### config.mk
export PLATFORM = sky130hd
export DESIGN_NAME = rx_pkt_asm
export DESIGN_NICKNAME = d
export VERILOG_FILES = /design/src/rtl/rx_pkt_asm.sv
export SDC_FILE = /design/constraint.sdc
export NUM_CORES = 1
export LEC_CHECK = 0
export CAP_MARGIN = 5
export CORE_AREA = 4 4 102 104
export DETAILED_ROUTE_END_ITERATION = 10
export DIE_AREA = 0 0 106 108
export GPL_TIMING_DRIVEN = 0
export PLACE_DENSITY = 0.69
export SKIP_LAST_GASP = 1
export SLEW_MARGIN = 5
export SYNTH_ARGS = -nofsm -noshare
export SYNTH_HDL_FRONTEND = slang
export SYNTH_SLANG_ARGS = --single-unit
### constraint.sdc
create_clock -name clk -period 4.4 [get_ports clk]
set_input_delay 0.66 -clock clk [delete_from_list [all_inputs] [get_ports clk]]
set_output_delay 0.66 -clock clk [all_outputs]
set_load 0.01 [all_outputs]
### src/rtl/rx_pkt_asm.sv
// Receive frame assembler: writes src/dst/len/payload/crc bytes into an external
// frame RAM, checks length and CRC, and holds a good frame via valid/ack.
// Optional destination filtering is enabled by defining RX_FILTER_EN.
module rx_pkt_asm #(
    parameter int MAX_LEN = 253,
    parameter int ADDR_W  = 9
) (
    input  logic              clk,
    input  logic              reset,
    input  logic              bus_idle,
    input  logic [7:0]        data,
    input  logic              data_clk,
    input  logic [15:0]       crc_data,
    input  logic [7:0]        filt_addr,
    output logic              wr_en,
    output logic [ADDR_W-1:0] wr_addr,
    output logic [7:0]        wr_data,
    output logic              frame_valid,
    output logic [ADDR_W-1:0] frame_len,
    input  logic              frame_ack,
    input  logic              cnt_clr,
    output logic [7:0]        cnt_crc_err,
    output logic [7:0]        cnt_lost,
    output logic [7:0]        cnt_break
);

    typedef enum logic [1:0] {WAIT_IDLE, IDLE, RECV, DROP} state_t;

    state_t            state, state_nxt;
    logic [ADDR_W-1:0] idx, idx_nxt;
    logic [7:0]        len, len_nxt;
    logic [ADDR_W:0]   last_idx;
    logic              wr_nxt;
    logic              valid_set;
    logic              inc_crc, inc_lost, inc_break;
    logic              dst_ok;

    function automatic logic [7:0] sat_cnt(input logic [7:0] c, input logic inc,
                                           input logic clr);
        if (clr)
            return 8'h00;
        if (inc && c != 8'hFF)
            return c + 8'd1;
        return c;
    endfunction

`ifdef RX_FILTER_EN
    assign dst_ok = (data == filt_addr) || (data == 8'hFF);
`else
    logic unused_filt;
    assign unused_filt = ^filt_addr;
    assign dst_ok      = 1'b1;
`endif

    // Index of crc_h; len is already latched whenever idx can reach this value.
    assign last_idx = (ADDR_W+1)'(len) + (ADDR_W+1)'(4);

    always_comb begin
        state_nxt = state;
        idx_nxt   = idx;
        len_nxt   = len;
        wr_nxt    = 1'b0;
        valid_set = 1'b0;
        inc_crc   = 1'b0;
        inc_lost  = 1'b0;
        inc_break = 1'b0;
        case (state)
            WAIT_IDLE: begin
                if (bus_idle)
                    state_nxt = IDLE;
            end
            IDLE: begin
                if (data_clk) begin
                    if (frame_valid && !frame_ack) begin
                        inc_lost  = 1'b1;
                        state_nxt = DROP;
                    end else begin
                        wr_nxt    = 1'b1;
                        idx_nxt   = ADDR_W'(1);
                        state_nxt = RECV;
                    end
                end
            end
            RECV: begin
                if (data_clk) begin
                    wr_nxt  = 1'b1;
                    idx_nxt = idx + 1'b1;
                    if (idx == ADDR_W'(2))
                        len_nxt = data;
                    if (idx == ADDR_W'(1) && !dst_ok) begin
                        state_nxt = DROP;
                    end else if (idx == ADDR_W'(2) && data > 8'(MAX_LEN)) begin
                        inc_break = 1'b1;
                        state_nxt = DROP;
                    end else if ({1'b0, idx} == last_idx) begin
                        if (crc_data == 16'h0000)
                            valid_set = 1'b1;
                        else
                            inc_crc = 1'b1;
                        state_nxt = WAIT_IDLE;
                    end else if (bus_idle) begin
                        inc_break = 1'b1;
                        state_nxt = IDLE;
                    end
                end else if (bus_idle) begin
                    inc_break = 1'b1;
                    state_nxt = IDLE;
                end
            end
            DROP: begin
                if (bus_idle)
                    state_nxt = IDLE;
            end
            default: state_nxt = WAIT_IDLE;
        endcase
    end

    // Datapath registers carry no reset; only control and outputs do.
    always_ff @(posedge clk) begin
        idx <= idx_nxt;
        len <= len_nxt;
    end

    always_ff @(posedge clk) begin
        if (reset) begin
            state       <= WAIT_IDLE;
            wr_en       <= 1'b0;
            wr_addr     <= '0;
            wr_data     <= 8'h00;
            frame_valid <= 1'b0;
            frame_len   <= '0;
            cnt_crc_err <= 8'h00;
            cnt_lost    <= 8'h00;
            cnt_break   <= 8'h00;
        end else begin
            state   <= state_nxt;
            wr_en   <= wr_nxt;
            wr_addr <= (state == RECV) ? idx : '0;
            wr_data <= data;
            if (valid_set) begin
                frame_valid <= 1'b1;
                frame_len   <= ADDR_W'(len) + ADDR_W'(3);
            end else if (frame_ack) begin
                frame_valid <= 1'b0;
            end
            cnt_crc_err <= sat_cnt(cnt_crc_err, inc_crc, cnt_clr);
            cnt_lost    <= sat_cnt(cnt_lost, inc_lost, cnt_clr);
            cnt_break   <= sat_cnt(cnt_break, inc_break, cnt_clr);
        end
    end

endmodule

==> run metrics, run 1 <==
RR Startpoint len[2]$_DFFE_PP_; Final setup viols 0; R2R Path End cnt_crc_err[7]$_SDFFE_PP0P_; kind of critical path register to register; Die Height 108 um; Max-Slew Margin vs Limit 0.5793; Root Driver clkbuf_8; CTS sink count 71; Power Dens Cells 349.3 nW/um^2; dpl hpwl 5.935 mm; Total GRT Usage 0.1367; VDD IR max 0.1624 mV; hold_ws 0.4976 ns; clock share of power 0.351; grt total ovfl 0; Max-cap violations 0; Hold Path Depth 2; first-pass GRT wire length 12.52 mm; Die ar. 11,450 um^2; Synth Warn # 0; drc violations 0; H-tree depth 3; Final Cell Area 4529 um^2; Fmax 0.3858 GHz; crit-path max FO 10; setup_tns 0 ns; gpl congestion 0.8313; post-synthesis async set-or-reset flop share 0; chip width 106 um; Post-synth top flop dfxtp_1; Post-layout nets 481; Hold WC Path Type register to register; sequential area share after synthesis 0.4768; Routed Wire Length 7.884 mm; sequential share of power 0.473; crit path launch type register; combinational share of power 0.175; row count 36; CTS Hold Buffers Added 0; RSZ-0062 raised after global routing false; Worst EP required 4.62 ns; IO Count 90; cts repair resizes 0; DR iter-0 viols 152; max-slew violation count 0; Mapped Area 3338 um^2; Hold EP cnt_break[5]$_SDFFE_PP0P_; Post-DP Area 4305 um^2; Arrival @ worst endpoint 2.82 ns; vias in the first global route 2,666; min-delay src cnt_break[5]$_SDFFE_PP0P_; routed vias 2,811; area delta synth->final 35.68%; post-route ant nets 0; reg-to-reg slack, setup 1.81 ns; Post CTS Setup Buffer Count 0; wire per inst 13.78 um; CTS Buf Count 9; syn_area_per_cell 9.732 um^2; CTS tree yes; CTS Buffer Depth 2; critical path endpoint category register; latest clock arrival within the worst-skew pair 0.34 ns; post-synthesis net count 390; Final Hold Fails 0; initial antenna violation count 0; Initial Utilization 0.3496; CTS clk-pin slew, worst paths 0.07 ns; top cells by area, synth dfxtp_1 32%, edfxtp_1 15%, mux2i_1 5.7%; Slew @ Worst Pin 0.6264 ns; area leader, netlist dfxtp_1; Syn Inst Count 343; Core ar. 9549 um^2; clock skew 0.01155 ns; area fraction of the dominant cell type after synthesis 0.3238; n_diodes 0; largest net degree at the start of global routing 13; switching fraction of total power 0.2658; DR pass1 iterations 4; Seq cells post-synth 71; Post-synth EDFFs 17; reg2reg path depth 7; via density per instance 4.914; P_leak 1.595 nW; Switch Pwr 0.4205 mW; Synth cell types 50; final period utilization 0.5891; Buffers on Ports 80; status complete, no violations; Internal Power 1.162 mW; Period minus WS final 2.592 ns; layout cells sized above 1 0.07517
[flip-flops by register name, indices dropped and copies added (netlist names)]
name,flops
len,8
idx,9
frame_len,9
cnt_break,8
cnt_crc_err,8
wr_en,1
cnt_lost,8
wr_addr,9
frame_valid,1
wr_data,8
state,2
[power by group through the flow]
stage | Sequential [mW] | Combinational (mW) | Clock, mW
after floorplan | 0.761 | 0.174 | 0
after global placement | 0.762 | 0.267 | 0
after detailed placement | 0.764 | 0.278 | 0
after CTS | 0.750 | 0.279 | 0.567
after global routing | 0.754 | 0.307 | 0.596
final | 0.749 | 0.277 | 0.556
[cells in the mapped netlist, types with 3 or more instances]
master and number:
nor2b_1 9, or3_1 16, mux2i_1 19, o21ai_0 8
buf_2 6, ha_1 9, nand4_1 7, nand3_1 12
inv_1 11, edfxtp_1 17, nand2_1 27, nor4_1 8
nor3_1 8, and2_1 9, clkbuf_1 9, a21oi_1 10
xnor2_1 15, nor2_1 38, and3_1 3, and4_1 5
dfxtp_1 54, xor2_1 10
[cells in the final DEF (no fill, tap or decap), types with 2 or more instances in the layout]
cell / synthesis / layout
clkdlybuf4s50_1: 0 / 80
dfxtp_1: 54 / 54
nor2_1: 38 / 38
nand2_1: 27 / 27
mux2i_1: 19 / 19
edfxtp_1: 17 / 17
or3_1: 16 / 16
xnor2_1: 15 / 15
nand3_1: 12 / 12
clkbuf_8: 0 / 12
inv_1: 11 / 11
clkbuf_1: 9 / 10
xor2_1: 10 / 10
a21oi_1: 10 / 10
nor2b_1: 9 / 9
and2_1: 9 / 9
ha_1: 9 / 9
nor4_1: 8 / 8
nor3_1: 8 / 8
o21ai_0: 8 / 8
nand4_1: 7 / 7
buf_2: 6 / 6
and4_1: 5 / 5
and3_1: 3 / 3
nor4b_1: 2 / 2
a211o_1: 2 / 2
a31oi_1: 2 / 2
nand2b_1: 2 / 2
o41ai_1: 2 / 2
clkbuf_16: 0 / 2
[worst max-delay path by stage]
stage | endpoint | start | slack [ns]
after floorplan | cnt_crc_err[6]$_SDFFE_PP0P_ | len[2]$_DFFE_PP_ | 2.12
after global placement | frame_len[5]$_SDFFE_PP0P_ | data[1] | 1.54
after detailed placement | frame_len[3]$_SDFFE_PP0P_ | data[1] | 1.55
after CTS | cnt_crc_err[7]$_SDFFE_PP0P_ | len[2]$_DFFE_PP_ | 1.80
after global routing | cnt_crc_err[6]$_SDFFE_PP0P_ | len[2]$_DFFE_PP_ | 1.63
final | cnt_crc_err[7]$_SDFFE_PP0P_ | len[2]$_DFFE_PP_ | 1.81
[worst max-delay path, stage by stage (launching register included)]
cell	delay (ns)
edfxtp_1	0.51
ha_1	0.35
xor2_1	0.14
nor3_1	0.22
nand4_2	0.21
nor4_4	0.65
nand4_1	0.22
mux2i_1	0.16
[cell type report]
cell class              count  area (um^2)
inverters                  11        41.29
clock buffers              15        219.0
well taps                 133        166.4
fillers                   930         5020
repair buffers             80        800.8
flip-flops and latches     71         1592
multi-input cells         244         1629
clock inverters             1        5.005
plain buffers              17        76.32
[per-stage QoR]
step | instances | setup slack (ns) | total power, mW | utilization
finish | 572 | 1.808 | 1.582 | 0.4743
global route | 572 | 1.625 | 1.657 | 0.4743
CTS | 572 | 1.796 | 1.595 | 0.4743
detailed placement | 556 | 1.550 | 1.042 | 0.4509
global placement | 556 | 1.545 | 1.029 | 0.4509
floorplan | 343 | 2.118 | 0.9350 | -
[per-layer routing]
metal	vias up	global-route usage	routed length [um]
met5	-	0	0
met4	0	0.05550	80
met3	6	0.04896	730
met2	101	0.2113	3384
met1	1311	0.1746	3688
li1	1393	-	-
[logic make-up (layout without fill, tap and decap cells)]
family / Yosys count / after routing / synth area share
adders and majority gates: 9 / 9 / 0.03373
AOI/OAI and AO/OA: 35 / 35 / 0.07122
buffers and inverters: 28 / 124 / 0.03523
DFF: 71 / 71 / 0.4768
muxes: 19 / 19 / 0.05697
and+or+nand+nor: 155 / 155 / 0.2556
xor gates and xnor gates: 26 / 26 / 0.07047
No activity file was read; power rests on OpenSTA's default activity.
==> run 2: changes to the inputs <==
--- a/config.mk
+++ b/config.mk
@@ -10,7 +10,7 @@
 export DETAILED_ROUTE_END_ITERATION = 10
 export DIE_AREA = 0 0 106 108
 export GPL_TIMING_DRIVEN = 0
-export PLACE_DENSITY = 0.69
+export PLACE_DENSITY = 0.72
 export SKIP_LAST_GASP = 1
 export SLEW_MARGIN = 5
 export SYNTH_ARGS = -nofsm -noshare
==> constraint.sdc (replaced) <==
create_clock -name clk -period 2.09 [get_ports clk]
set_input_delay 0.3135 -clock clk [delete_from_list [all_inputs] [get_ports clk]]
set_output_delay 0.3135 -clock clk [all_outputs]
set_load 0.01 [all_outputs]
==> run 2 against run 1 <==
The run now ends with negative setup slack left; sequential cell count stayed put; clock power is 120% higher; via count is 5.0% higher; combinational power grew to 2.7 times the previous value; worst hold slack worse by 0.17 ns; worst setup slack worse by 2.0 ns; clock-buffer cell count is 5 lower.
==> run metrics, run 2 (synthesized netlist as in run 1, its figures left out) <==
status finished with violations; failing checks negative setup slack; initial antenna violation count 0 (unchanged); critical path's most frequent cell buf_6; first-pass GRT wire length 13.78 mm (+10%); Cell Chain, Critical Path ha_4 -> xor2_2 -> nor3_2 -> nand4_2 -> buf_6 -> buf_6 -> nor4_4 -> buf_6 -> a31oi_2 -> a41o_1; Final Cell Area 4972 um^2 (+9.8%); pre-CTS setup slack -0.4945 ns (-2.045 ns); wire per inst 14.85 um (+7.7%); fill cell count 881 (-5.3%); Final Hold Fails 0 (unchanged); Final Total Pwr 3.539 mW (+120%); CP top delay family simple AND/OR/NAND/NOR gates; H-tree depth 3 (unchanged); chip width 106 um (unchanged); critical path's slowest cell edfxtp_1; Die Height 108 um (unchanged); post-route ant nets 0 (unchanged); commonest cells after routing, fill and taps aside 80 x clkdlybuf4s50_1, 54 x dfxtp_1, 35 x nor2_1; CTS Buffer Depth 2 (unchanged); CTS Buf Count 9 (unchanged); Crit path largest cell delay 0.46 ns (-0.19 ns); crit-path max FO 5 (-5); crit path launch type register; CTS tree yes; DR pass1 iterations 4 (unchanged); latest clock arrival within the worst-skew pair 0.35 ns (about the same); Hold WC Path Type input pin to register; gpl congestion 0.8151 (-1.9%); Post-layout nets 498 (+3.5%); Slew @ Worst Pin 0.5635 ns (-0.06285 ns); Routed Wire Length 8.744 mm (+11%); setup_tns -2.035 ns (-2.035 ns); vias in the first global route 2,902 (+8.9%); clock skew 0.009443 ns (-0.002105 ns); Buffers on Ports 80 (unchanged); Post-DP Area 4393 um^2 (+2.0%); Root Driver clkbuf_8; Fmax 0.4475 GHz (+16%); IO Count 90 (unchanged); max-slew violation count 0 (unchanged); area delta synth->final 48.95%; VDD IR max 0.4097 mV (+150%); P_leak 1.739 nW (+9.0%); CTS clk-pin slew, worst paths 0.08 ns (about the same); Die ar. 11,450 um^2 (unchanged); kind of critical path register to register; Core ar. 9549 um^2 (unchanged); core occupancy in the finished layout 0.5207 (+0.04638); Arrival @ worst endpoint 2.48 ns (-0.34 ns); layout cells sized above 1 0.1820 (+0.1068); Period minus WS final 2.235 ns (-0.3572 ns); RSZ-0062 raised after global routing true; final period utilization 1.069 (+0.4801); most common cell after layout, fill and taps aside clkdlybuf4s50_1; largest net degree at the start of global routing 15 (+2); Max-Slew Margin vs Limit 0.6243 (+0.04503); DR iter-0 viols 101 (-34%); Regs by FF count frame_len x9, idx x9, wr_addr x9; PnR worst setup slack -0.1446 ns (-1.953 ns); Max-cap violations 0 (unchanged); Initial Utilization 0.3496 (unchanged); drc violations 0 (unchanged); n_diodes 0 (unchanged); Buf/Inv on CP 3 (+3); Power Dens Cells 711.7 nW/um^2 (+100%); Total GRT Usage 0.1504 (+0.01373); Worst EP required 2.33 ns (-2.29 ns); via density per instance 5.012 (+2.0%); dpl hpwl 6.034 mm (+1.7%); grt total ovfl 0 (unchanged); CTS sink count 71 (unchanged); routed vias 2,952 (+5.0%); Final setup viols 24 (+24); CTS Hold Buffers Added 0 (unchanged); critical path endpoint category register; row count 36 (unchanged)
[run 2: cell types whose count changed in the layout (fill, tap and decap cells not counted), sizes merged]
cell	before	now
buf	7	25
inv	11	14
clkbuf	25	19
bufinv	0	1
clkinvlp	0	1
[run 2: metrics by stage]
step	std cells	hold slack, ns
CTS	585	0.3165
floorplan	343	0.4124
global placement	556	0.4725
finish	589	0.3293
global route	589	0.3286
detailed placement	556	0.4700
[run 2: what timing repair did]
action	4_1_cts	5_1_grt
buffers inserted	11	3
setup endpoints to repair	28	28
pin swaps	6	8
resized for setup	20	32
cloned	3	1
[run 2: final cells by class]
cell class                      instances  area [um^2]  share of cell area
Multi-Input combinational cell        244         1902              0.3825
Timing Repair Buffer                   98        960.9              0.1933
Tap cell                              133        166.4             0.03347
Clock inverter                          6        72.57             0.01459
Buffer                                 16        88.84             0.01787
Clock buffer                           10        148.9             0.02994
Sequential cell                        71         1592              0.3201
Inverter                               11        41.29            0.008304
[run 2: report_power, final]
part / internal [mW] / switching [mW] / leakage, nW
Clock: 0.639 / 0.571 / 0.109
Sequential: 1.51 / 0.0764 / 0.593
Combinational: 0.338 / 0.406 / 1.04
Total: 2.49 / 1.05 / 1.74
[run 2: worst paths after layout]
kind                                           startpoint  slack (ns)  depth (start not counted)                           to
worst max-delay path                     len[3]$_DFFE_PP_       -0.14                         10  cnt_crc_err[6]$_SDFFE_PP0P_
worst min register to register  cnt_break[5]$_SDFFE_PP0P_        0.48                          2    cnt_break[5]$_SDFFE_PP0P_
worst max register to register           len[3]$_DFFE_PP_       -0.14                         10  cnt_crc_err[6]$_SDFFE_PP0P_
worst min-delay path                             data_clk        0.33                          2             wr_en$_SDFF_PP0_
[run 2: routing by layer]
layer	part of all wire	track usage
met1	0.45	0.1815
met2	0.49	0.2600
met3	0.046	0.04060
met4	0.014	0.05180
met5	0	0
==> run 3: changes to the inputs <==
--- a/config.mk
+++ b/config.mk
@@ -7,10 +7,12 @@
 export LEC_CHECK = 0
 export CAP_MARGIN = 5
 export CORE_AREA = 4 4 102 104
+export CTS_CLUSTER_DIAMETER = 200
 export DETAILED_ROUTE_END_ITERATION = 10
 export DIE_AREA = 0 0 106 108
 export GPL_TIMING_DRIVEN = 0
 export PLACE_DENSITY = 0.72
+export REMOVE_ABC_BUFFERS = 1
 export SKIP_LAST_GASP = 1
 export SLEW_MARGIN = 5
 export SYNTH_ARGS = -nofsm -noshare
==> constraint.sdc (replaced) <==
create_clock -name clk -period 2.09 [get_ports clk]
set_input_delay 0.3135 -clock clk [delete_from_list [all_inputs] [get_ports clk]]
set_output_delay 0.3135 -clock clk [all_outputs]
set_load 0.005 [all_outputs]
==> run 3 against run 2 <==
The flow still finishes with violations (negative setup slack); maximum frequency rose by 0.59%; die area did not move; first-iteration DRC count is 12% higher; sequential power about the same; non-clock buffer count decreased by 8; combinational power decreased by 3%; sequential share of layout area about the same; largest cell class unchanged.
==> run metrics, run 3 (synthesized netlist as in run 1, its figures left out) <==
status finished with violations; failing checks negative setup slack; CTS clk-pin slew, worst paths 0.07 ns (about the same); Max-Slew Margin vs Limit 0.5600 (-0.06436); setup_tns -1.722 ns (+0.3132 ns); PnR worst setup slack -0.1316 ns (+0.01304 ns); Slew @ Worst Pin 0.6601 ns (+0.09654 ns); switching fraction of total power 0.2794 (-0.01829); final period utilization 1.063 (-0.006239); RR Startpoint idx[6]$_SDFFCE_PN0P_; kind of critical path register to register; Hold WC Path Type register to register; Max-cap violations 0 (unchanged); gpl congestion 0.8084 (-0.82%); P_leak 1.717 nW (-1.3%); fill cell count 864 (-1.9%); Total GRT Usage 0.1439 (-0.006453); vias in the first global route 2,725 (-6.1%); Arrival @ worst endpoint 2.46 ns (-0.02 ns); layout cells sized above 1 0.1826 (+0.0006105); via density per instance 4.856 (-3.1%); Internal Power 2.459 mW (-1.1%); reg2reg path depth 8 (-2); Power Dens Cells 687.3 nW/um^2 (-3.4%); min-delay src cnt_break[5]$_SDFFE_PP0P_; commonest cells after routing, fill and taps aside 80 x clkdlybuf4s50_1, 54 x dfxtp_1, 35 x nor2_1; latest clock arrival within the worst-skew pair 0.34 ns (about the same); most common cell after layout, fill and taps aside clkdlybuf4s50_1; H-tree depth 3 (unchanged); core occupancy in the finished layout 0.5199 (-0.0007860); Final Total Pwr 3.412 mW (-3.6%); n_diodes 0 (unchanged); Die Height 108 um (unchanged); Regs by FF count frame_len x9, idx x9, wr_addr x9; reg-to-reg slack, setup -0.13 ns (about the same); CTS Hold Buffers Added 0 (unchanged); Hold EP cnt_break[5]$_SDFFE_PP0P_; row count 36 (unchanged); max-slew violation count 0 (unchanged); RSZ-0062 raised after global routing true; final non-filler cell total 582 (-1.2%); Hold Path Depth 2 (unchanged); cell total after placement 540 (-2.9%); met3 wire length 524 um (+32%); drc violations 0 (unchanged); dpl hpwl 5.643 mm (-6.5%); IO Count 90 (unchanged); Crit path largest cell delay 0.51 ns (+0.05 ns); CTS Buffer Depth 2 (unchanged); largest net degree at the start of global routing 37 (+22); Final setup viols 21 (-13%); clock skew 0.006231 ns (-0.003212 ns); Cell Chain, Critical Path xnor2_1 -> nor3_1 -> a31oi_4 -> buf_6 -> nor4_4 -> buf_6 -> a31oi_4 -> a41o_1; Routed Wire Length 8.338 mm (-4.6%); Switch Pwr 0.9534 mW (-9.5%); CTS sink count 71 (unchanged); DR iter-0 viols 113 (+12%); Met2 Routed Length 3.996 mm (-6.9%); post-route ant nets 0 (unchanged); CP top delay family simple AND/OR/NAND/NOR gates; Root Driver clkbuf_8; critical path endpoint category register; critical path's slowest cell edfxtp_1; DRT met1 WL 3.702 mm (-5.8%); Post-layout nets 491 (-1.4%); Final Hold Fails 0 (unchanged); Initial Utilization 0.3496 (unchanged); routed vias 2,826 (-4.3%); combinational share of power 0.212 (+0.002); max layer used met4; VDD IR max 0.3146 mV (-23%); R2R Path End cnt_crc_err[6]$_SDFFE_PP0P_; wire per inst 14.33 um (-3.5%); Fmax 0.4501 GHz (+0.59%); crit-path max FO 5 (unchanged); Buf/Inv on CP 2 (-1); Worst EP required 2.33 ns (about the same); Period minus WS final 2.222 ns (-0.01304 ns); DR pass1 iterations 4 (unchanged); clock share of power 0.319 (-0.023); CTS tree yes; initial antenna violation count 0 (unchanged); grt total ovfl 0 (unchanged); chip width 106 um (unchanged); crit path launch type register; area delta synth->final 48.73%; sequential share of power 0.469 (+0.021); CTS Buf Count 9 (unchanged); Buffers on Ports 81 (+1.3%); Die ar. 11,450 um^2 (unchanged); first-pass GRT wire length 13.14 mm (-4.6%); Core ar. 9549 um^2 (unchanged)
## run 3: cell types whose count changed in the layout (fill, tap and decap cells not counted), sizes merged
cell / delta
inv: -3
clkinv: +1
o221ai: +1
clkbuf: -5
clkinvlp: -1
buf: +1
bufinv: -1
## run 3: metal layers
metal  vias to the layer above  track usage
met2                        75       0.2372
met5                         -            0
li1                       1422            -
met1                      1319       0.1712
met3                        10      0.05134
met4                         0      0.06013
## run 3: repair_timing
action,4_1_cts,5_1_grt
gates cloned,2,1
resized for setup,36,20
pin swaps,12,10
buffers inserted,13,10
hold endpoints to repair,0,0
endpoints found under the setup margin,28,28
## run 3: worst max-delay path by stage
stage                         start                           to  slack (ns)  cells past startpoint
5_1_grt        idx[6]$_SDFFCE_PN0P_  cnt_crc_err[1]$_SDFFE_PP0P_       -0.22                      8
2_1_floorplan      len[2]$_DFFE_PP_    cnt_break[4]$_SDFFE_PP0P_       -0.60                      7
6_report       idx[6]$_SDFFCE_PN0P_  cnt_crc_err[6]$_SDFFE_PP0P_       -0.13                      8
3_3_place_gp       len[2]$_DFFE_PP_    frame_len[1]$_SDFFE_PP0P_       -1.10                      7
3_5_place_dp            crc_data[9]    frame_len[3]$_SDFFE_PP0P_       -0.84                      7
4_1_cts        idx[0]$_SDFFCE_PN1P_    frame_len[3]$_SDFFE_PP0P_       -0.20                      9
## run 3: worst min-delay path, cell delays in order (launching register included)
cell	delay (ns)
dfxtp_1	0.33
nand2_1	0.06
mux2i_1	0.05
## run 3: stage by stage
stage / setup WS (ns) / hold WS [ns] / area (um^2)
after CTS: -0.2027 / 0.4854 / 4757
after global placement: -1.103 / 0.4637 / 4239
after floorplan: -0.6040 / 0.3846 / 3262
final: -0.1316 / 0.4806 / 4965
after global routing: -0.2153 / 0.5143 / 4965
after detailed placement: -0.8443 / 0.4706 / 4254
## run 3: power groups by stage
| stage | clock network (mW) | registers (mW) | logic [mW] |
|---|---|---|---|
| floorplan | 0 | 1.61 | 0.317 |
| global placement | 0 | 1.64 | 0.502 |
| detailed placement | 0 | 1.64 | 0.522 |
| CTS | 1.12 | 1.60 | 0.643 |
| global route | 1.17 | 1.61 | 0.787 |
| finish | 1.09 | 1.60 | 0.724 |
## run 3: area by class of cell
type	count	area, um^2	share of cell area
multi-input combinational	245	1937	0.3901
sequential	71	1592	0.3206
timing repair buffer	106	1025	0.2064
clock buffer	14	193.9	0.03906
tap	133	166.4	0.03352
inverter	11	41.29	0.008317
clock inverter	2	10.01	0.002016
